==> src/rtl/gate_tester.sv <==
// Stimulus/response engine for 2-input gate primitives: walks the four input
// vectors, samples dut_y after a settle delay and scores it against a truth table.
module gate_tester #(
    parameter int SETTLE_CYCLES = 2
) (
    input  logic       clk,
    input  logic       rst_n,
    input  logic       start,
    input  logic [2:0] gate_sel,
    output logic       dut_a,
    output logic       dut_b,
    input  logic       dut_y,
    output logic       busy,
    output logic       done,
    output logic       pass,
    output logic [2:0] err_count,
    output logic [3:0] fail_vec
);

    typedef enum logic [2:0] {
        S_IDLE,
        S_APPLY,
        S_WAIT,
        S_CHECK,
        S_DONE
    } state_t;

    localparam logic [7:0] SETTLE_INIT = 8'(SETTLE_CYCLES);

    state_t     state_q, state_d;
    logic [1:0] idx_q, idx_d;
    logic [7:0] cnt_q, cnt_d;
    logic [2:0] sel_q, sel_d;
    logic [2:0] err_q, err_d;
    logic [3:0] fail_q, fail_d;
    logic       pass_q, pass_d;
    logic       a_q, a_d;
    logic       b_q, b_d;
    logic       sel_legal;
    logic       mismatch;

    function automatic logic expected_y(input logic [2:0] sel, input logic a, input logic b);
        logic y;
        case (sel)
            3'd0:    y = a & b;
            3'd1:    y = a | b;
            3'd2:    y = ~(a & b);
            3'd3:    y = ~(a | b);
            3'd4:    y = a ^ b;
            3'd5:    y = ~(a ^ b);
            default: y = 1'b0;
        endcase
        return y;
    endfunction

    assign sel_legal = (gate_sel <= 3'd5);
    assign mismatch  = (dut_y != expected_y(sel_q, a_q, b_q));

    always_ff @(posedge clk) begin
        if (!rst_n) begin
            state_q <= S_IDLE;
            idx_q   <= 2'd0;
            cnt_q   <= 8'd0;
            sel_q   <= 3'd0;
            err_q   <= 3'd0;
            fail_q  <= 4'd0;
            pass_q  <= 1'b0;
            a_q     <= 1'b0;
            b_q     <= 1'b0;
        end else begin
            state_q <= state_d;
            idx_q   <= idx_d;
            cnt_q   <= cnt_d;
            sel_q   <= sel_d;
            err_q   <= err_d;
            fail_q  <= fail_d;
            pass_q  <= pass_d;
            a_q     <= a_d;
            b_q     <= b_d;
        end
    end

    always_comb begin
        state_d = state_q;
        case (state_q)
            S_IDLE: begin
                if (start) begin
                    state_d = sel_legal ? S_APPLY : S_DONE;
                end
            end
            S_APPLY: state_d = S_WAIT;
            S_WAIT: begin
                if (cnt_q <= 8'd1) begin
                    state_d = S_CHECK;
                end
            end
            S_CHECK: state_d = (idx_q == 2'd3) ? S_DONE : S_APPLY;
            S_DONE:  state_d = S_IDLE;
            default: state_d = S_IDLE;
        endcase
    end

    // Datapath next-state: vector index, settle counter and result registers
    always_comb begin
        idx_d  = idx_q;
        cnt_d  = cnt_q;
        sel_d  = sel_q;
        err_d  = err_q;
        fail_d = fail_q;
        pass_d = pass_q;
        a_d    = a_q;
        b_d    = b_q;
        case (state_q)
            S_IDLE: begin
                if (start) begin
                    sel_d  = gate_sel;
                    err_d  = 3'd0;
                    fail_d = sel_legal ? 4'b0000 : 4'b1111;
                    pass_d = 1'b0;
                    idx_d  = 2'd0;
                    a_d    = 1'b0;
                    b_d    = 1'b0;
                end
            end
            S_APPLY: cnt_d = SETTLE_INIT;
            S_WAIT:  cnt_d = cnt_q - 8'd1;
            S_CHECK: begin
                if (mismatch) begin
                    fail_d[idx_q] = 1'b1;
                    err_d         = err_q + 3'd1;
                end
                if (idx_q == 2'd3) begin
                    // Final verdict is registered on entry to DONE so it is valid with done
                    pass_d = !mismatch && (err_q == 3'd0);
                end else begin
                    idx_d      = idx_q + 2'd1;
                    {a_d, b_d} = idx_q + 2'd1;
                end
            end
            S_DONE: begin
                idx_d = 2'd0;
                a_d   = 1'b0;
                b_d   = 1'b0;
            end
            default: ;
        endcase
    end

    always_comb begin
        busy = 1'b0;
        done = 1'b0;
        case (state_q)
            S_APPLY, S_WAIT, S_CHECK: busy = 1'b1;
            S_DONE:                   done = 1'b1;
            default: ;
        endcase
    end

    assign dut_a     = a_q;
    assign dut_b     = b_q;
    assign pass      = pass_q;
    assign err_count = err_q;
    assign fail_vec  = fail_q;

endmodule

==> config.mk <==
export PLATFORM = sky130hd
export DESIGN_NAME = gate_tester
export DESIGN_NICKNAME = d
export VERILOG_FILES = /design/src/rtl/gate_tester.sv
export SDC_FILE = /design/constraint.sdc
export NUM_CORES = 1
export LEC_CHECK = 0
export CORE_UTILIZATION = 50
export CTS_BUF_LIST = sky130_fd_sc_hd__clkbuf_4
export CTS_CLUSTER_DIAMETER = 200
export CTS_CLUSTER_SIZE = 10
export DETAILED_ROUTE_END_ITERATION = 8
export GPL_ROUTABILITY_DRIVEN = 0
export PLACE_DENSITY = 0.74
export SLEW_MARGIN = 40
export SYNTH_ARGS = -nofsm -noshare
export SYNTH_HDL_FRONTEND = slang
export SYNTH_SLANG_ARGS = --single-unit
==> constraint.sdc <==
create_clock -name clk -period 2.3 [get_ports clk]
set_clock_uncertainty 0.15 [all_clocks]
set_input_delay 0.69 -clock clk [delete_from_list [all_inputs] [get_ports clk]]
set_output_delay 0.69 -clock clk [all_outputs]
set_load 0.01 [all_outputs]
Word-level counts from Yosys, hierarchy flattened
Index checks and enable logic that the tools add are counted.
{"block": "word_totals", "ff_bits": 26}
{"block": "op_classes", "n_bitwise": 7, "eq_ne": 16, "mux": 28, "add_sub_neg": 3, "n_reduce_logical": 15, "order_cmp": 4}
{"op": "two-way mux 3 bit", "count": 6}
{"op": "case mux 8 bit (2 select lines)", "count": 1}
{"op": "equality test 3 x 2 -> 1 bit, second input constant", "count": 4}
{"op": "two-way mux 4 bit", "count": 3}
{"op": "case mux 3 bit (4 select lines)", "count": 1}
{"op": "inequality test 2 bit, second input constant", "count": 5}
{"op": "equality test 3 bit, second input constant", "count": 3}
{"op": "zero test 3 bit", "count": 3}
{"op": "AND reduction 3 bit", "count": 3}
{"op": "<= comparator 8 x 1 -> 1 bit, second input constant", "count": 1}
{"op": "case mux 4 bit (2 select lines)", "count": 1}
{"op": "subtractor 8 x 1 -> 8 bit, second input constant", "count": 1}
{"op": "two-way mux 1 bit", "count": 7}
{"op": "equality test 3 x 1 -> 1 bit, second input constant", "count": 2}
{"op": "case mux 1 bit (3 select lines)", "count": 2}
{"op": "case mux 1 bit (6 select lines)", "count": 1}
{"op": "case mux 2 bit (3 select lines)", "count": 1}
{"op": "case mux 3 bit (2 select lines)", "count": 1}
{"op": "two-way mux 2 bit", "count": 2}
{"op": "OR 4 bit", "count": 1}
{"op": "AND reduction 2 bit", "count": 2}
{"op": "nonzero test 2 bit", "count": 2}
{"op": "adder 3 x 1 -> 3 bit, second input constant", "count": 1}
{"op": "<= comparator 3 bit, second input constant", "count": 1}
{"op": "15 further kinds", "count": 18}

Longest topological paths before layout
{"block": "depth", "ltp_word": 8, "mapped_depth": 7}

Worst setup path before layout
No wires, ideal clock.
{"block": "synth_timing", "path_type": "register to register", "startpoint": "register a_q, in the netlist dut_a", "endpoint": "register err_q[2], in the netlist err_count[2]", "t_required_ns": 2.007, "period_less_slack_ns": 2.201, "stages_incl_launch_ff": 8, "slack_ns": 0.099, "n_path_buf": 0, "t_arrival_ns": 1.907, "path_cell_list": "dfxtp_1 inv_1 ha_1 xnor2_1 nor3_1 nor4_1 o31ai_1 o311ai_0"}
{"block": "synth_via", "elab_chain_len": 6, "elab_cells_between_ends": 10, "cone_classes": "eq/ne: 2; mux: 1; bitwise: 6; reduce/logical: 1"}
{"item": "from (decl)", "line": "37", "source": "logic a_q, a_d;"}
{"item": "from (signal assigned)", "line": "68", "source": "a_q <= 1'b0;"}
{"item": "from (signal assigned)", "line": "78", "source": "a_q <= a_d;"}
{"item": "bitwise XOR 1 bit (tied with other cells)", "line": "49, 50"}
{"item": "inverter 1 bit (on tied branches)", "line": "50, 47, 48"}
{"item": "case mux 1 bit (6 select lines) (*)", "line": "44", "source": "case (sel)"}
{"item": "inequality test 1 bit (*)", "line": "57", "source": "assign mismatch = (dut_y != expected_y(sel_q, a_q, b_q));"}
{"item": "inequality test 2 bit (no line) (*)"}
{"item": "AND reduction 3 bit (no line) (*)"}
{"item": "to (signal assigned)", "line": "75", "source": "err_q <= err_d;"}
{"item": "to (decl)", "line": "34", "source": "logic [2:0] err_q, err_d;"}
Mark *: on every way between the ends. The rest lies on a longest branch, timed or not.
A chain may end at the register's enable or synchronous reset.

Final worst setup path
{"block": "layout_timing", "startpoint": "register a_q, in the netlist dut_a", "endpoint": "register err_q[1], in the netlist err_count[1]"}
The elaborated chain is that of the path after synthesis.

==> reports/metrics.csv <==
stage;metric;value;unit
worst_setup_path;critical_path.reg2reg.startpoint;dut_a$_SDFFE_PN0P_;
worst_setup_path;timing.setup.critical_path_class;register to register;
synthesis;netlist.top_cell.by_area;sky130_fd_sc_hd__dfxtp_1;
finish;antenna_cells;0;
floorplanning;fp-row-count;17;
drt;drtIter0Drc;25;
clocking;cts-hold-fix-buffers;0;
power;design_power_total;0.00109;W
drt;detail_route.wirelength;2860;µm
synthesis;yosys.cell_count.top_type;sky130_fd_sc_hd__dfxtp_1;
timing;max_slew.worst_pin.slew;0.422;ns
synthesis;ys_top_cells_by_area;sky130_fd_sc_hd__dfxtp_1, sky130_fd_sc_hd__ha_1, sky130_fd_sc_hd__a21oi_1, sky130_fd_sc_hd__nand2_1, sky130_fd_sc_hd__nand3_1;
place;post-place-ws;-0.0991;ns
drt;dr.pass1.iters;4;
clocking;htreeDepth;1;
finish;synthToLayoutAreaGrowth;30.7;%
drt;detailroute.via_count;1174;
timing;timing.final.hold_violations;0;
job;drv_cap;0;
clocking;clock_latency;0.30;ns
timing;rsz0062_at_grt;no;
floorplanning;design.core.area;0.00230;mm²
drt;vias_per_cell;5.56;
finish;final_nets;200;
synthesis;ys_top_cells_by_count;sky130_fd_sc_hd__dfxtp_1, sky130_fd_sc_hd__nand2_1, sky130_fd_sc_hd__a21oi_1;
hold_path;worstHoldStart;sel_q[2]$_SDFFE_PN0P_;
synthesis;mappedNetlistNets;164;
grt;antenna_violations_before_repair;0;
clocking;cts_inserted_buffers;3;
grt;grt_pass1_vias;1069;
synthesis;number_of_enable_type_register_cells_in_the_synthesized_netlist;0;
timing;report.final.setup_viol;0;
synthesis;yosysSeqAreaShare;0.378;
grt;first_pass_grt_wire_length;4730;µm
floorplanning;die_width;52.4;µm
synthesis;synth.yosys.warnings;0;
clocking;clock_sink_count;24;
worst_setup_path;setup.worst_path.start_class;register;
timing;fin_ws;0.0867;ns
timing;minimum_clock_period_after_layout;2.21;ns
worst_setup_path;crit_path_max_fanout;4;
drt;drc_errors;0;
floorplanning;boundaryPins;19;
worst_setup_path;crit_required;2.40;ns
clocking;clk_path_buf_depth;2;
drt;antenna_left;0;
synthesis;yosys_register_bits;24;
timing;relSlewSlack;0.716;
synthesis;ys_dominant_reg_cell;sky130_fd_sc_hd__dfxtp_1;
power;leakagePower;0.646;nW
grt;grt_util_all_layers;0.236;
drt;routed_wire_length_per_instance;13.6;µm
power;vdd.ir_drop.worst;0.579;mV
worst_setup_path;crit_path_start;dut_a$_SDFFE_PN0P_;
floorplanning;die_height;52.4;µm
floorplanning;die-area;0.00275;mm²
worst_setup_path;crit_arrival;2.32;ns
place;post-dp-hpwl;2200;µm
clocking;tritoncts;done;
clocking;cts_setup_buffers;0;
outcome;run_status;completed;
hold_path;hold_path.class;register to register;
clocking;clk_pin_slew_worst_paths;0.13;ns
grt;gr-total-overflow;0;
grt;grt_max_degree;14;
floorplanning;starting_density;0.554;
place;port_bufs;18;
synthesis;synth-async-reset-ratio;0;
synthesis;syn_avg_cell_area;8.60;µm²
worst_setup_path;endpoint_kind;register;
synthesis;yosysUniqueCellTypes;40;
timing;timing.fmax;452;MHz
synthesis;netlist.area_leader.share;0.378;
power;power_density;653;mW/mm²
timing;final_max_slew_viol_count;0;
clocking;cts-root-buf;sky130_fd_sc_hd__clkbuf_4;
timing;min_period_over_period;0.962;
synthesis;netlist_instances;148;
finish;final_layout_size_suffix_gt1_frac;0.180;
synthesis;netlist_area;0.00127;mm²
## cells in the final DEF, fill, tap and decap left out, types with 2 or more instances in the layout
cell type and instances:
sky130_fd_sc_hd__nor2b_1 2, sky130_fd_sc_hd__ha_1 9, sky130_fd_sc_hd__nor4_1 2, sky130_fd_sc_hd__dfxtp_1 22
sky130_fd_sc_hd__nor3_1 2, sky130_fd_sc_hd__a21oi_1 13, sky130_fd_sc_hd__o311ai_0 3, sky130_fd_sc_hd__clkbuf_4 3
sky130_fd_sc_hd__inv_1 11, sky130_fd_sc_hd__o21ai_0 2, sky130_fd_sc_hd__or4_2 2, sky130_fd_sc_hd__or4_4 2
sky130_fd_sc_hd__o31a_1 5, sky130_fd_sc_hd__o211ai_1 2, sky130_fd_sc_hd__or4_1 2, sky130_fd_sc_hd__o21a_1 4
sky130_fd_sc_hd__nand3_1 9, sky130_fd_sc_hd__and2_1 4, sky130_fd_sc_hd__clkdlybuf4s50_1 17, sky130_fd_sc_hd__buf_4 15
sky130_fd_sc_hd__nor3_2 2, sky130_fd_sc_hd__nor2_1 8, sky130_fd_sc_hd__nand2_1 16
## critical path, cell delays in order, from the launching register on
cell and delay, ns:
sky130_fd_sc_hd__dfxtp_1 0.35, sky130_fd_sc_hd__inv_1 0.06, sky130_fd_sc_hd__ha_1 0.32, sky130_fd_sc_hd__xnor2_1 0.25
sky130_fd_sc_hd__nor3_2 0.12, sky130_fd_sc_hd__or4_1 0.58, sky130_fd_sc_hd__nand3_1 0.16, sky130_fd_sc_hd__mux2i_1 0.18
## flip-flops by register name, indices dropped and copies added (netlist names)
signal,flops
sel_q,3
err_count,3
cnt_q,8
dut_a,1
state_q,3
pass,1
dut_b,1
fail_vec,4
## metrics by stage
| step | cells | TNS [ns] | cell area, µm² | util | hold slack (ns) |
|---|---|---|---|---|---|
| 2_1_floorplan | 148 | 0 | 1270 | - | 0.299 |
| 5_1_grt | 211 | 0 | 1660 | 0.724 | 0.376 |
| 6_report | 211 | 0 | 1660 | 0.724 | 0.344 |
| 3_3_place_gp | 207 | -0.0156 | 1590 | 0.693 | 0.313 |
| 4_1_cts | 211 | -0.0352 | 1630 | 0.709 | 0.346 |
| 3_5_place_dp | 207 | -0.173 | 1590 | 0.693 | 0.326 |
## power breakdown
group / switching [W] / internal, W
combinational: 0.000195 / 0.000193
sequential: 0.0000428 / 0.000468
clock: 0.000123 / 0.0000634
## final cells by class
cell class | instances | area, µm²
multi-input combinational | 111 | 779
fill | 192 | 634
sequential | 24 | 485
timing repair buffer | 33 | 295
inverter | 11 | 41.3
tap | 28 | 35.0
clock buffer | 3 | 22.5
clock inverter | 1 | 3.75
## metal layers
metal | part of all wire | vias up | global-route usage
met5 | 0 | - | 0
met4 | 0.0056 | 0 | 0.0789
li1 | - | 613 | -
met2 | 0.43 | 23 | 0.359
met1 | 0.51 | 536 | 0.333
met3 | 0.056 | 2 | 0.0406
## cells by family (layout without fill, tap and decap cells)
family                   count (synthesis)  in the layout  share of synthesized area
adder cells (fa/ha/maj)                  9              9                     0.0885
multiplexers                             2              2                     0.0167
XOR/XNOR                                 1              1                    0.00688
flip-flops                              24             24                      0.378
AO/OA/AOI/OAI                           37             37                      0.205
buffers and inverters                   13             48                     0.0384
AND/OR/NAND/NOR                         62             62                      0.267
## worst paths after layout
check | end | slack [ns] | cells past startpoint
worst max-delay path | err_count[1]$_SDFFE_PN0P_ | 0.09 | 7
worst min-delay path | sel_q[2]$_SDFFE_PN0P_ | 0.34 | 2
worst max register to register | err_count[1]$_SDFFE_PN0P_ | 0.09 | 7
worst min register to register | sel_q[2]$_SDFFE_PN0P_ | 0.34 | 2
## what timing repair did
item                                   CTS  global route
setup endpoints to repair                4             5
gates resized for setup                  4             6
pin swaps                                0             1
endpoints found under the hold margin    0             0
Power figures use the tool's default switching activity.
